`config.mk`:
```
export PLATFORM = sky130hd
export DESIGN_NAME = bit_serializer
export DESIGN_NICKNAME = d
export VERILOG_FILES = /design/src/rtl/bit_ser_pkg.sv /design/src/rtl/bit_ser_hold.sv /design/src/rtl/bit_serializer.sv
export SDC_FILE = /design/constraint.sdc
export NUM_CORES = 1
export LEC_CHECK = 0
export CAP_MARGIN = 15
export CORE_ASPECT_RATIO = 0.9
export CORE_UTILIZATION = 25
export DETAILED_ROUTE_END_ITERATION = 7
export GPL_ROUTABILITY_DRIVEN = 0
export SYNTH_ARGS = -nofsm -noshare
export SYNTH_HDL_FRONTEND = slang
export SYNTH_HIERARCHICAL = 1
export SYNTH_SLANG_ARGS = --single-unit
```
`constraint.sdc`:
```
create_clock -name clk -period 3.55 [get_ports clk]
set_input_delay 0.71 -clock clk [delete_from_list [all_inputs] [get_ports clk]]
set_output_delay 0.71 -clock clk [all_outputs]
set_load 0.005 [all_outputs]
```
`src/rtl/bit_ser_pkg.sv`:
```
// bit_ser_pkg: shared types and constants for the bit_serializer block.
//   state_t        : serializer FSM states (PARITY only used when BIT_SER_PARITY_EN is defined)
//   DATA_W_DEFAULT : default word width
//   IDLE_LINE      : value driven on ser_out while no word is being sent
package bit_ser_pkg;

  localparam int unsigned DATA_W_DEFAULT = 8;
  localparam logic        IDLE_LINE      = 1'b0;

  typedef enum logic [1:0] {
    IDLE   = 2'd0,
    SHIFT  = 2'd1,
    PARITY = 2'd2
  } state_t;

endpackage

```
`src/rtl/bit_ser_hold.sv`:
```
// bit_ser_hold: single-entry holding buffer in front of the shifter.
// Ports:
//   clk, rst_n  : clock, async active-low reset
//   in_data     : word offered by the source
//   in_valid    : source handshake valid
//   in_ready    : buffer can accept this cycle (from registered state and take only)
//   take        : shifter consumes the held word on this edge
//   hold_data   : held word
//   hold_full   : held word is valid
module bit_ser_hold
  import bit_ser_pkg::*;
#(
  parameter int unsigned DATA_W = DATA_W_DEFAULT
) (
  input  logic              clk,
  input  logic              rst_n,
  input  logic [DATA_W-1:0] in_data,
  input  logic              in_valid,
  output logic              in_ready,
  input  logic              take,
  output logic [DATA_W-1:0] hold_data,
  output logic              hold_full
);

  logic [DATA_W-1:0] data_q;
  logic              full_q;

  // A take frees the slot on the same edge, so a new word may enter while the old one leaves.
  assign in_ready  = !full_q || take;
  assign hold_data = data_q;
  assign hold_full = full_q;

  always_ff @(posedge clk or negedge rst_n) begin
    if (!rst_n) begin
      data_q <= '0;
      full_q <= 1'b0;
    end else if (in_valid && in_ready) begin
      data_q <= in_data;
      full_q <= 1'b1;
    end else if (take) begin
      full_q <= 1'b0;
    end
  end

endmodule

```
`src/rtl/bit_serializer.sv`:
```
// bit_serializer: parallel-to-serial front end, MSB first, one bit per clk.
// Optional feature macro: BIT_SER_PARITY_EN appends one even-parity bit per word.
// Ports:
//   clk, rst_n : clock, async active-low reset
//   in_data    : DATA_W-bit word to serialize
//   in_valid   : in_data valid
//   in_ready   : block can accept a word this cycle
//   ser_out    : serial bit (idle line 0)
//   ser_valid  : ser_out carries a data/parity bit
//   word_done  : high while the final bit of a word is on ser_out
//   busy       : shifter or hold buffer occupied
module bit_serializer
  import bit_ser_pkg::*;
#(
  parameter int unsigned DATA_W = DATA_W_DEFAULT
) (
  input  logic              clk,
  input  logic              rst_n,
  input  logic [DATA_W-1:0] in_data,
  input  logic              in_valid,
  output logic              in_ready,
  output logic              ser_out,
  output logic              ser_valid,
  output logic              word_done,
  output logic              busy
);

  localparam int unsigned CNT_W = $clog2(DATA_W + 1);
  localparam logic [CNT_W-1:0] LAST_IDX = CNT_W'(DATA_W - 1);

  state_t            state_q, state_d;
  logic [DATA_W-1:0] shreg_q, shreg_d;
  logic [CNT_W-1:0]  cnt_q, cnt_d;
  logic              load_now;
  logic              last_bit;
  logic [DATA_W-1:0] hold_data;
  logic              hold_full;
`ifdef BIT_SER_PARITY_EN
  logic              par_q, par_d;
`endif

  bit_ser_hold #(
    .DATA_W (DATA_W)
  ) u_hold (
    .clk       (clk),
    .rst_n     (rst_n),
    .in_data   (in_data),
    .in_valid  (in_valid),
    .in_ready  (in_ready),
    .take      (load_now),
    .hold_data (hold_data),
    .hold_full (hold_full)
  );

  assign last_bit = (cnt_q == LAST_IDX);
  assign busy     = hold_full || (state_q != IDLE);

  // State, shifter and counter registers.
  always_ff @(posedge clk or negedge rst_n) begin
    if (!rst_n) begin
      state_q <= IDLE;
      shreg_q <= '0;
      cnt_q   <= '0;
`ifdef BIT_SER_PARITY_EN
      par_q   <= 1'b0;
`endif
    end else begin
      state_q <= state_d;
      shreg_q <= shreg_d;
      cnt_q   <= cnt_d;
`ifdef BIT_SER_PARITY_EN
      par_q   <= par_d;
`endif
    end
  end

  // Next-state, load decision and serial outputs.
  always_comb begin
    state_d   = state_q;
    shreg_d   = shreg_q;
    cnt_d     = cnt_q;
    load_now  = 1'b0;
    ser_out   = IDLE_LINE;
    ser_valid = 1'b0;
    word_done = 1'b0;
`ifdef BIT_SER_PARITY_EN
    par_d     = par_q;
`endif

    case (state_q)
      IDLE: begin
        if (hold_full) load_now = 1'b1;
      end
      SHIFT: begin
        ser_out   = shreg_q[DATA_W-1];
        ser_valid = 1'b1;
        shreg_d   = shreg_q << 1;
        cnt_d     = cnt_q + CNT_W'(1);
        if (last_bit) begin
          cnt_d = '0;
`ifdef BIT_SER_PARITY_EN
          state_d = PARITY;
`else
          word_done = 1'b1;
          if (hold_full) load_now = 1'b1;
          else           state_d  = IDLE;
`endif
        end
      end
`ifdef BIT_SER_PARITY_EN
      PARITY: begin
        ser_out   = par_q;
        ser_valid = 1'b1;
        word_done = 1'b1;
        if (hold_full) load_now = 1'b1;
        else           state_d  = IDLE;
      end
`endif
      default: state_d = IDLE;
    endcase

    // Loading overrides the shift/count update so a held word abuts the previous one.
    if (load_now) begin
      shreg_d = hold_data;
      cnt_d   = '0;
      state_d = SHIFT;
`ifdef BIT_SER_PARITY_EN
      par_d   = ^hold_data;
`endif
    end
  end

endmodule
```
Yosys cells after proc, flatten, opt, wreduce, memory -nomap -nowiden
Index checks and enable logic that the tools add are counted.
{"block": "totals", "reg_bits": 23, "latchBits": 0, "mem_bits_rw": 0, "rom_bits": 0, "inputBits": 11, "output_inout_bits": 5, "elab_cells": 38, "memories": 0}
{"block": "op_classes", "add_sub_neg": 1, "mul": 0, "n_div": 0, "magnitude_cmp": 0, "n_eq_ne": 5, "shifts": 0, "mux": 18, "bitwise_logic": 0, "reduce_logical": 9}
{"cell": "$mux W8", "n": 2}
{"cell": "$mux W4", "n": 3}
{"cell": "$mux W1", "n": 8}
{"cell": "$mux W2", "n": 3}
{"cell": "$ne A3 B2 Y1 const B", "n": 2}
{"cell": "$reduce_bool A2 Y1", "n": 3}
{"cell": "$add A4 B1 Y4 const B", "n": 1}
{"cell": "$eq A4 B3 Y1 const B", "n": 1}
{"cell": "$pmux W2 S2", "n": 1}
{"cell": "$reduce_and A3 Y1", "n": 1}
{"cell": "$eq A2 B1 Y1 const B", "n": 1}
{"cell": "$logic_not A2 Y1", "n": 1}
{"cell": "$logic_or A1 B1 Y1", "n": 2}
{"cell": "$ne A2 B1 Y1 const B", "n": 1}
{"cell": "$pmux W1 S2", "n": 1}
{"cell": "$logic_and A1 B1 Y1", "n": 1}
{"cell": "$logic_not A1 Y1", "n": 1}

Depth between registers and ports, before layout
Gate-level depths: netlist (run 1).
{"block": "logic_depth", "ltp_word": 6, "mapped_depth": 6, "mapped_depth_nobuf": 6}

By module
Netlist (run 1), hierarchy kept.
{"mod": "bit_serializer", "instances": 1, "cells_each": 53, "area_each_um2": 678.2, "seq_area_each_um2": 325.3}
{"mod": "bit_ser_hold", "instances": 1, "cells_each": 20, "area_each_um2": 385.4, "seq_area_each_um2": 225.2}

Least setup slack after synthesis (run 1)
No wires, ideal clock.
{"block": "synth_path", "path_type": "flip-flop to output port", "from": "register cnt_q[0]", "to": "output in_ready", "arrival_time_ns": 1.168, "t_required_ns": 2.840, "slack_ns": 1.672, "stages_incl_launch_ff": 5, "path_buffers": 0, "path_cell_list": "dfrtp_1 > ha_1 > nand3b_4 > a21boi_4 > nand2b_4"}
{"block": "synth_between", "elab_chain_cells": 4}
{"item": "from (decl)", "line": "bit_serializer.sv:33", "source": "logic [CNT_W-1:0] cnt_q, cnt_d;"}
{"item": "from (signal assigned)", "line": "bit_serializer.sv:70", "source": "cnt_q <= cnt_d;"}
{"item": "$eq A4 B3 Y1", "line": "bit_serializer.sv:55", "source": "assign last_bit = (cnt_q == LAST_IDX);"}
{"item": "$mux W1", "line": "bit_serializer.sv:99", "source": "if (last_bit) begin"}
{"item": "$pmux W1 S2", "line": "bit_serializer.sv:90", "source": "case (state_q)"}
{"item": "net load_now", "line": "bit_serializer.sv:34", "source": "logic load_now;"}
{"item": "$logic_or A1 B1 Y1", "line": "bit_ser_hold.sv:29", "source": "assign in_ready = !full_q || take;"}
{"item": "to (decl)", "line": "bit_serializer.sv:21", "source": "output logic in_ready,"}
The timed path passes the listed nets, and every way through them passes these cells.

Worst setup path in the final report (run 1)
Ends and elaborated chain as after synthesis.

==> qor.yml, run 1 <==
outcome:
  status: "finished with violations"
  failed_checks: "design-rule violations"
yosys:
  ys_seq_area_share_pct: 51.8
  ys_types: 21
  synthDominantCellAreaShare_pct: 51.8
  synthesis.nets: 85
  synth_top_flop_cell: "dfrtp_1"
  yosys_warnings: 6
  synth_edf_count: 0
  syn_inst: 73
  ys_async_sr_fraction_pct: 100
  synth-seq-cells: 22
  syn_avg_cell_area_um2: 14.6
  netlist.top_cell.by_area: "dfrtp_1"
  synth_area_um2: 1060
  synthTopCellsByArea: "dfrtp_1 52%, mux2_4 14%, mux2_2 13%"
clock_tree:
  hold_buffers: 0
  numCtsBuffers: 3
  cts_tree: "done"
  cts_resized: 0
  cts.clk_slew.worst_paths_ps: 70
  cts_sinks: 22
  clk_latency_ps: 250
  postCtsSetupBuffers: 0
  clockBufferDepth: 2
  htreeDepth: 1
  root_buffer: "clkbuf_8"
global_route:
  grt_usage_pct: 8.37
  grt_pass1_vias: 620
  antenna_found_initial: 0
  grt_overflow: 0
  grt_max_degree: 23
  grt_pass1_wl_mm: 2.90
critical_path:
  crit_path_cell_trace: "ha_1 -> nand3b_4 -> a21boi_4 -> nand2b_4 -> clkdlybuf4s50_1"
  arrival_ps: 2060
  rrSetupSlack_ps: 1730
  worst-setup-path-type: "reg2out"
  critical_path.max_fanout: 8
  ff2ff_path_depth: 6
  path_depth: 5
  cpMaxStageDelayCell: "clkdlybuf4s50_1"
  crit_start: "cnt_q[0]"
  r2r-start: "cnt_q[0]"
  startpoint_type: "flip-flop"
  required_ps: 2840
  slowest_delay_ps: 510
  worstSetupEndpointType: "output port"
  cp.buffers_inverters: 1
  r2r_end: "u_hold/hold_data[6]"
  cp_top_family: "buffers and inverters"
  crit_path_end: "in_ready"
floorplanning:
  pin_count: 16
  die_w_um: 70.8
  die_area_um2: 4520
  std_cell_rows: 22
  start_util_pct: 26.1
  core-area_um2: 4070
  fp.dieH_um: 63.9
sta:
  relSlewSlack_pct: 35.3
  period_share_pct: 78.0
  hold_viol_final: 0
  fin_ws_ps: 780
  setup_viol: 0
  clock_skew_ps: 0.739
  hold_ws_ps: 513
  rsz0062_at_grt: "no"
  worstMarginPinSlew_ps: 967
  fin_setup_tns_ps: 0
  max_freq_ghz: 0.361
  final_max_slew_viol_count: 0
  period_minus_slack_ps: 2770
placed_design:
  pre_cts_ws_ps: 1020
  place_area_um2: 1250
  numPortBuffers: 15
  hpwl_mm: 1.20
detailed_routing:
  routed_wl_mm: 1.62
  dr.pass1.iters: 5
  dr_total_vias: 595
  ant_nets: 0
  route.detailed.wl_per_inst_um: 11.8
  drc: 2
  drt_iter0_drc: 5
  avgViaCountPerCell: 4.34
cells_and_area:
  layout-drive-gt1-share_pct: 32.6
  fin_nets: 103
  final_cell_area_um2: 1290
  nFillCells: 407
  syn_to_final_growth_pct: 21.5
  antenna_cells: 0
  fin_util_pct: 31.7
worst_hold_path:
  hold_class: "reg2reg"
  holdPathStages: 1
pwr:
  clock_power_share_pct: 16.2
  p_sw_mw: 0.243
  seqPwrFrac_pct: 48.6
  vdd_drop_max_v: 0.000335
  p_per_area_nw_per_um2: 693
  p_int_mw: 0.653
  power.leakage_nw: 0.615
  sw_frac_of_total_pct: 27.2
  comb_power_share_pct: 35.2
job:
  drv_cap: 0
## cell usage after synthesis, drive strengths merged (2+ instances only)
master   n
nor2     2
nand2b   4
nand2    3
mux2    22
buf      2
nand3    2
dfrtp   22
o21ai    3
inv      3
a21oi    2
## placed cells by master (no fill, tap or decap), types with 2 or more instances in the layout
cell / count
nand2b_1: 3
nand2_1: 2
clkdlybuf4s50_1: 15
a21oi_1: 2
nor2_1: 2
nand3_1: 2
mux2_4: 10
inv_1: 3
mux2_2: 12
o21ai_0: 3
clkbuf_8: 3
dfrtp_1: 22
## sequential cells by signal, indices dropped and copies added, names as in the netlist
register,flops
cnt_q,4
shreg_q,8
state_q,1
u_hold/hold_data,8
u_hold/hold_full,1
## worst reg2reg max path: stages, from the launching register on
cell,delay [ps]
dfrtp_1,380
ha_1,260
nand3b_4,130
a21boi_4,290
nand2b_4,230
nand2_8,100
mux2_4,320
## final cells by class
cell class / instances / area [um^2] / share of cell area (%)
multi-input cells: 46 / 479 / 37.1
inverters: 3 / 11.3 / 0.871
well taps: 48 / 60.1 / 4.65
clock buffers: 3 / 41.3 / 3.19
flip-flops and latches: 22 / 551 / 42.6
repair buffers: 15 / 150 / 11.6
## cells by family (layout without fill, tap and decap cells)
family	Yosys count	after routing	synth area share, %
compound gates	8	8	5.65
fa+ha+maj	1	1	1.18
buf+inv	5	21	3.18
flops	22	22	51.8
mux	23	23	27.8
simple gates	14	14	10.5
## worst min path at each step
| stage | from | to | slack [ps] |
|---|---|---|---|
| floorplan | rst_n | cnt_q[0] | 410 |
| global placement | shreg_q[0] | shreg_q[0] | 500 |
| detailed placement | u_hold/hold_data[7] | u_hold/hold_data[7] | 500 |
| CTS | u_hold/hold_data[1] | u_hold/hold_data[1] | 520 |
| global route | u_hold/hold_data[3] | u_hold/hold_data[3] | 530 |
| finish | u_hold/hold_data[1] | u_hold/hold_data[1] | 510 |
## power by group through the flow
stage               Clock, mW  Combinational [mW]  Sequential [mW]
floorplan                   0               0.262            0.412
global placement            0               0.314            0.437
detailed placement          0               0.321            0.440
CTS                     0.154               0.322            0.436
global route            0.166               0.347            0.453
finish                  0.145               0.316            0.436
## metrics by stage
| step | cells | power [mW] |
|---|---|---|
| 3_5_place_dp | 134 | 0.761 |
| 6_report | 137 | 0.896 |
| 3_3_place_gp | 134 | 0.751 |
| 5_1_grt | 137 | 0.965 |
| 4_1_cts | 137 | 0.912 |
| 2_1_floorplan | 73 | 0.674 |
## layer usage
metal / vias up / GRT usage [%] / share of wire, %
li1: 292 / - / -
met4: 0 / 3.00 / 1.4
met1: 286 / 9.56 / 46
met2: 13 / 13.7 / 47
met3: 4 / 3.94 / 6.0
met5: - / 0 / 0
Power figures use the tool's default switching activity.
==> run 2: changes to the inputs <==
==> constraint.sdc (replaced) <==
create_clock -name clk -period 2.7 [get_ports clk]
set_input_delay 0.54 -clock clk [delete_from_list [all_inputs] [get_ports clk]]
set_output_delay 0.54 -clock clk [all_outputs]
set_load 0.005 [all_outputs]
==> run 2 against run 1 <==
  * The run still ends with design-rule violations left
  * Design area rose by 4.1%
  * Sequential power rose by 31%
  * Combinational power rose by 36%
  * Sequential share of layout area fell by 1.7 points
  * Wire length rose by 7.5%
  * Clock skew rose by 2.4 ps
  * Setup slack got worse by 520 ps
  * Die area did not move
  * Critical path type unchanged
  * Utilization rose by 1.3 points
  * Highest routed layer unchanged
==> qor.yml, run 2 (synthesis gave the netlist of run 1 again) <==
floorplanning:
  std_cell_rows: 22  # unchanged
  start_util_pct: 26.1  # unchanged
  die_w_um: 70.8  # unchanged
  die_area_um2: 4520  # unchanged
  pin_count: 16  # unchanged
  fp.dieH_um: 63.9  # unchanged
  core-area_um2: 4070  # unchanged
clock_tree:
  root_buffer: "clkbuf_8"
  htreeDepth: 1  # unchanged
  cts.clk_slew.worst_paths_ps: 80  # about the same
  clockBufferDepth: 2  # unchanged
  clk_latency_ps: 260  # about the same
  numCtsBuffers: 3  # unchanged
  postCtsSetupBuffers: 0  # unchanged
  cts_sinks: 22  # unchanged
  hold_buffers: 0  # unchanged
  cts_tree: "done"
  cts_resized: 0  # unchanged
sta:
  fin_setup_tns_ps: 0  # unchanged
  final_max_slew_viol_count: 0  # unchanged
  worstMarginPinSlew_ps: 358  # -609 ps
  clock_skew_ps: 3.12  # +2.38 ps
  period_minus_slack_ps: 2440
  setup_viol: 0  # unchanged
  max_freq_ghz: 0.410
  relSlewSlack_pct: 76.1  # +41 points
  hold_viol_final: 0  # unchanged
  rsz0062_at_grt: "no"
  period_share_pct: 90.4
critical_path:
  rrSetupSlack_ps: 1040  # -690 ps
  startpoint_type: "flip-flop"
  arrival_ps: 1900  # -160 ps
  critical_path.max_fanout: 4  # -4
  worst-setup-path-type: "reg2out"
  cp.buffers_inverters: 1  # unchanged
  cp_top_family: "buffers and inverters"
  slowest_delay_ps: 510  # about the same
  cpMaxStageDelayCell: "clkdlybuf4s50_1"
  required_ps: 2160  # -680 ps
  crit_path_cell_trace: "ha_1 -> nand3b_4 -> a21boi_4 -> nand2b_4 -> clkdlybuf4s50_1"
  worstSetupEndpointType: "output port"
cells_and_area:
  layout_commonest_cell: "dfrtp_1"
  fin_nets: 106  # +2.9%
  final_cell_count_no_fill: 141  # +2.9%
  layout-drive-gt1-share_pct: 35.5  # +2.9 points
  final_cell_mix: "22 x dfrtp_1, 15 x clkdlybuf4s50_1, 12 x mux2_2"
  final_cell_area_um2: 1350  # +4.1%
  antenna_cells: 0  # unchanged
  syn_to_final_growth_pct: 26.5
outcome:
  failed_checks: "design-rule violations"
  status: "finished with violations"
global_route:
  grt_usage_pct: 8.80  # +0.43 points
  grt_max_degree: 23  # unchanged
  antenna_found_initial: 0  # unchanged
  grt_pass1_vias: 664  # +7.1%
  grt_pass1_wl_mm: 3.03  # +4.3%
  grt_overflow: 0  # unchanged
detailed_routing:
  avgViaCountPerCell: 4.38  # +0.92%
  dr.pass1.iters: 6  # +1
  ant_nets: 0  # unchanged
  drc: 2  # unchanged
  route.detailed.wl_per_inst_um: 12.3  # +4.4%
  drt_iter0_drc: 18  # +13
  routed_wl_mm: 1.74  # +7.5%
  dr_total_vias: 618  # +3.9%
placed_design:
  place_inst: 137  # +2.2%
  numPortBuffers: 15  # unchanged
  hpwl_mm: 1.25  # +3.9%
  place_area_um2: 1270  # +1.8%
worst_hold_path:
  hold_class: "reg2reg"
pwr:
  vdd_drop_max_v: 0.000458  # +37%
  total_power_mw: 1.30  # +45%
  p_per_area_nw_per_um2: 968  # +40%
  power.leakage_nw: 0.644  # +4.6%
job:
  drv_cap: 0  # unchanged
==> run 2: cell count changes in the layout (fill, tap and decap cells not counted) <==
cell,delta
buf_4,+3
bufinv_16,+1
==> run 2: through the flow <==
| step | util [%] | setup WS, ps | hold slack, ps |
|---|---|---|---|
| global route | 33.0 | 152 | 534 |
| detailed placement | 31.3 | 547 | 480 |
| floorplan | - | 992 | 244 |
| finish | 33.0 | 258 | 521 |
| global placement | 31.3 | 593 | 484 |
| CTS | 33.0 | 243 | 522 |
==> run 2: path summary, 6_finish.rpt <==
kind | start | to | depth (start not counted)
min | u_hold/hold_data[3] | u_hold/hold_data[3] | 1
max | cnt_q[0] | in_ready | 5
min reg2reg | u_hold/hold_data[3] | u_hold/hold_data[3] | 1
min in group asynchronous | rst_n | u_hold/hold_data[5] | 2
max reg2reg | cnt_q[0] | u_hold/hold_data[6] | 6
max in group asynchronous | rst_n | shreg_q[0] | 2
==> run 2: layer usage <==
| layer | GRT usage, % | share of wire, % |
|---|---|---|
| met1 | 10.6 | 45 |
| met2 | 14.5 | 49 |
| met3 | 2.21 | 4.4 |
| met4 | 4.50 | 1.8 |
| met5 | 0 | 0 |
==> run 2: area by class of cell <==
class	instances	area [um^2]
fillers	414	2730
flip-flops and latches	22	551
multi-input cells	46	479
repair buffers	18	173
well taps	48	60.1
clock buffers	3	41.3
clock inverters	1	30.0
inverters	3	11.3
==> run 2: where the power goes <==
part           switching (mW)  internal, mW  leakage [nW]
Clock                   0.106         0.198        0.0357
Sequential             0.0980         0.471         0.267
Combinational           0.135         0.294         0.341
